===== config.mk =====
export PLATFORM = sky130hd
export DESIGN_NAME = alu_op_sequencer
export DESIGN_NICKNAME = d
export VERILOG_FILES = /design/src/rtl/alu_op_sequencer.sv
export SDC_FILE = /design/constraint.sdc
export NUM_CORES = 1
export LEC_CHECK = 0
export ABC_AREA = 0
export ABC_CLOCK_PERIOD_IN_PS = 2710
export CAP_MARGIN = 15
export CORE_ASPECT_RATIO = 2
export CORE_UTILIZATION = 44
export DETAILED_ROUTE_END_ITERATION = 7
export HOLD_SLACK_MARGIN = 0.12
export PLACE_DENSITY = 0.8
export SETUP_SLACK_MARGIN = 0.5
export SYNTH_ARGS = -nofsm -noshare
export SYNTH_HDL_FRONTEND = slang
export SYNTH_SLANG_ARGS = --single-unit

===== constraint.sdc =====
create_clock -name clk -period 2.71 [get_ports clk]
set_input_delay 0.813 -clock clk [delete_from_list [all_inputs] [get_ports clk]]
set_output_delay 0.813 -clock clk [all_outputs]
set_load 0.01 [all_outputs]

===== src/rtl/alu_op_sequencer.sv =====
// alu_op_sequencer: accepts one operand pair and sweeps the combinational ALU
// through all eight opcodes. Each result is captured and streamed out with its
// opcode tag. Optional self-check model: define ALU_OP_SEQUENCER_CHECK_EN.
module alu_op_sequencer #(
  parameter int unsigned WIDTH = 8,
  parameter int unsigned OPC   = 3
) (
  input  logic             clk,
  input  logic             rst_n,
  input  logic             in_valid,
  output logic             in_ready,
  input  logic [WIDTH-1:0] in_a,
  input  logic [WIDTH-1:0] in_b,
  output logic [WIDTH-1:0] alu_a,
  output logic [WIDTH-1:0] alu_b,
  output logic [OPC-1:0]   alu_ctrl,
  input  logic [WIDTH-1:0] alu_result,
  output logic             out_valid,
  input  logic             out_ready,
  output logic [WIDTH-1:0] out_data,
  output logic [OPC-1:0]   out_op,
  output logic             out_last,
  output logic             busy,
  output logic             mismatch
);

  typedef enum logic [1:0] {
    S_IDLE  = 2'd0,
    S_DRIVE = 2'd1,
    S_HOLD  = 2'd2
  } state_t;

  state_t           state_q, state_d;
  logic [WIDTH-1:0] alu_a_d, alu_b_d, out_data_d;
  logic [OPC-1:0]   alu_ctrl_d, out_op_d;
  logic             out_valid_d, out_last_d, in_ready_d, busy_d;

  // Next-state and next-register values for the sweep sequencer
  always_comb begin
    state_d     = state_q;
    alu_a_d     = alu_a;
    alu_b_d     = alu_b;
    alu_ctrl_d  = alu_ctrl;
    out_valid_d = out_valid;
    out_data_d  = out_data;
    out_op_d    = out_op;
    out_last_d  = out_last;
    unique case (state_q)
      S_IDLE: begin
        if (in_valid) begin
          alu_a_d    = in_a;
          alu_b_d    = in_b;
          alu_ctrl_d = '0;
          state_d    = S_DRIVE;
        end
      end
      S_DRIVE: begin
        out_data_d  = alu_result;
        out_op_d    = alu_ctrl;
        out_last_d  = &alu_ctrl;
        out_valid_d = 1'b1;
        state_d     = S_HOLD;
      end
      S_HOLD: begin
        if (out_ready) begin
          out_valid_d = 1'b0;
          if (out_last) begin
            state_d = S_IDLE;
          end else begin
            alu_ctrl_d = alu_ctrl + OPC'(1);
            state_d    = S_DRIVE;
          end
        end
      end
      default: state_d = S_IDLE;
    endcase
    // Status flags registered from the next state: no input-to-output path
    in_ready_d = (state_d == S_IDLE);
    busy_d     = (state_d != S_IDLE);
  end

  // State and datapath registers
  always_ff @(posedge clk or negedge rst_n) begin
    if (!rst_n) begin
      state_q   <= S_IDLE;
      alu_a     <= '0;
      alu_b     <= '0;
      alu_ctrl  <= '0;
      out_valid <= 1'b0;
      out_data  <= '0;
      out_op    <= '0;
      out_last  <= 1'b0;
      in_ready  <= 1'b1;
      busy      <= 1'b0;
    end else begin
      state_q   <= state_d;
      alu_a     <= alu_a_d;
      alu_b     <= alu_b_d;
      alu_ctrl  <= alu_ctrl_d;
      out_valid <= out_valid_d;
      out_data  <= out_data_d;
      out_op    <= out_op_d;
      out_last  <= out_last_d;
      in_ready  <= in_ready_d;
      busy      <= busy_d;
    end
  end

`ifdef ALU_OP_SEQUENCER_CHECK_EN
  localparam int unsigned SHW = $clog2(WIDTH);

  logic [WIDTH-1:0] ref_result_c;
  logic             mismatch_d;

  // Reference ALU using the team opcode encoding
  always_comb begin
    ref_result_c = '0;
    unique case (alu_ctrl)
      OPC'(0): ref_result_c = alu_a + alu_b;
      OPC'(1): ref_result_c = alu_a - alu_b;
      OPC'(2): ref_result_c = alu_a & alu_b;
      OPC'(3): ref_result_c = alu_a | alu_b;
      OPC'(4): ref_result_c = alu_a ^ alu_b;
      OPC'(5): ref_result_c = WIDTH'(alu_a < alu_b);
      OPC'(6): ref_result_c = alu_a << alu_b[SHW-1:0];
      OPC'(7): ref_result_c = alu_a >> alu_b[SHW-1:0];
      default: ref_result_c = '0;
    endcase
    mismatch_d = mismatch | ((state_q == S_DRIVE) && (ref_result_c != alu_result));
  end

  // Sticky mismatch flag, cleared only by reset
  always_ff @(posedge clk or negedge rst_n) begin
    if (!rst_n) mismatch <= 1'b0;
    else        mismatch <= mismatch_d;
  end
`else
  assign mismatch = 1'b0;
`endif

endmodule


==> qor.yml <==
place:
  portBuffers: 61
  place_congestion: 0.695
  dp_cells: 175
synth:
  syn-num-nets: 116
  ys_seq_area_frac: 0.651
  avgSynthCellArea_sq_um: 16.1
  ys_ff_latch: 36
  yosysWarnings: 0
  synth_cell_types: 19
  synthesis.instances: 86
  syn_area_sq_um: 1390
route:
  wl_per_cell_um: 16.9
  post-route-drc-count: 0
  ant_nets: 0
  vias: 937
  first_pass_iters: 3
  first_iter_violations: 9
  routed_via_density: 5.15
  totalWireLength_um: 3080
sta:
  skew_ps: 5.46
  hold_viol: 0
  finalSetupTns_ps: 0
  fin_crit_ps: 2140
  fmax_mhz: 467
  fin_crit_sh: 0.791
  tightest_slew_ps: 782
  finalSetupViolations: 0
  max_slew_margin: 0.478
  grt_setup_unrepaired: "no"
  maxSlewViolCount: 0
worst_setup_path:
  critical_path.max_fanout: 1
  path_cells: "clkdlybuf4s50_1"
  cp_slowest_cell: "dfstp_2"
  crit_path_end_kind: "output pin"
  critPathMaxStageDelay_ps: 530
  cp.required_ps: 1900
  critPathKind: "reg2out"
  critical_path_buf_inv_count: 1
  cp.arrival_ps: 1330
  start_kind: "flop"
  cp_top_family: "flip-flops"
clock_tree:
  htree_levels: 2
  cts_setup_buffers: 0
  cts_tree: "yes"
  cts_buffer_depth: 2
  ctsResizeCount: 0
  ctsHoldBuffers: 0
  clk_pin_slew_ps: 60
  clk-insertion-delay-late_ps: 280
  clkSinkCount: 36
  numCtsBuffers: 5
  clockRootBuffer: "clkbuf_8"
floorplan:
  core_area_sq_um: 2980
  start_util: 0.465
  num_io_pins: 63
  num_rows: 28
  die_h_um: 81.3
  dieArea_sq_um: 3390
  die_w_um: 41.7
final_layout:
  fin_nets: 182
  final_core_util: 0.702
  instances_no_fill: 182
  num_antenna_cells: 0
  final_cell_mix: "60 x clkdlybuf4s50_1, 35 x dfrtp_1, 29 x mux2_2"
  fillers: 228
  drive_gt1_frac: 0.270
  final_common_cell: "clkdlybuf4s50_1"
  area_growth_pct: 50.9
power_and_ir_drop:
  p_leak_nw: 0.906
  vdd_drop_max_mv: 0.644
  power.density_nw_per_um2: 1140
global_route:
  grt_pass1_vias: 980
  grt_pass1_wl_um: 4800
  track_usage: 0.196
  antenna_found_initial: 0
  grt-ovfl-total: 0
  grt_max_degree: 37
min_path:
  min_path_type: "reg2reg"
outcome:
  status: "completed"
job:
  max-cap-violations: 0
-- worst paths after layout --
check	from	slack, ps	cells past startpoint	to
hold / removal	alu_a[2]	500	1	alu_a[2]
min in group asynchronous	rst_n	610	1	alu_b[4]
hold reg to reg	alu_a[2]	500	1	alu_a[2]
max in group asynchronous	rst_n	1600	1	out_op[2]
setup / recovery	in_ready	570	1	in_ready
setup reg to reg	state_q[1]	1020	3	busy
-- cell families (layout without fill, tap and decap cells) --
logic type	Yosys count	after routing	share of synthesized area
fa+ha+maj	2	2	0.0181
compound gates	5	5	0.0235
flops	36	36	0.651
mux	29	29	0.236
buf+inv	5	71	0.0226
other cells	1	1	0.00271
simple gates	8	8	0.0461
-- layer usage --
layer	up-vias	track usage	routed length [um]
met5	-	0	0
met4	0	0.116	88
met3	8	0.0578	132
met2	33	0.339	1780
met1	470	0.206	1080
li1	426	-	-
-- cell usage after synthesis --
cell type / count / share of area
dfstp_2: 1 / 0.019
buf_4: 1 / 0.0054
o21ai_0: 1 / 0.0036
nor3b_4: 1 / 0.014
nor2_1: 1 / 0.0027
nor2_2: 1 / 0.0045
nand2b_1: 2 / 0.0090
a21oi_1: 2 / 0.0072
buf_2: 1 / 0.0036
nand2_1: 1 / 0.0027
conb_1: 1 / 0.0027
mux2_2: 29 / 0.24
dfrtp_1: 35 / 0.63
ha_1: 2 / 0.018
or2_1: 1 / 0.0045
and4bb_2: 1 / 0.0090
a22o_1: 2 / 0.013
inv_1: 2 / 0.0054
buf_6: 1 / 0.0081
-- layout make-up --
class | instances | area [sq um] | area share
inverters | 2 | 7.51 | 0.00359
clock buffers | 6 | 72.6 | 0.0347
flip-flops and latches | 36 | 902 | 0.432
well taps | 30 | 37.5 | 0.0180
multi-input cells | 45 | 452 | 0.216
repair buffers | 62 | 613 | 0.293
clock inverters | 1 | 5.00 | 0.00240
-- registers in the layout (all words and copies together) (netlist names) --
signal / flops
state_q: 2
in_ready: 1
out_last: 1
alu_a: 8
out_op: 3
alu_ctrl: 3
out_valid: 1
busy: 1
alu_b: 8
out_data: 8
-- where the power goes --
group	leakage (nW)	internal, mW	switching, mW	total [mW]
sequential	0.434	0.797	0.160	0.957
combinational	0.431	0.694	0.396	1.09
clock	0.0410	0.174	0.171	0.345
-- per-stage QoR --
| step | worst slack (ps) | instance area (sq um) | hold slack, ps | power [mW] |
|---|---|---|---|---|
| after global routing | 542 | 2090 | 516 | 2.52 |
| final | 567 | 2090 | 505 | 2.39 |
| after CTS | 552 | 2090 | 511 | 2.43 |
| after detailed placement | 338 | 2010 | 496 | 2.07 |
| after global placement | 374 | 2010 | 486 | 2.01 |
| after floorplan | 921 | 1390 | 517 | 1.45 |
Note: power is estimated with default switching activity, not from simulation.
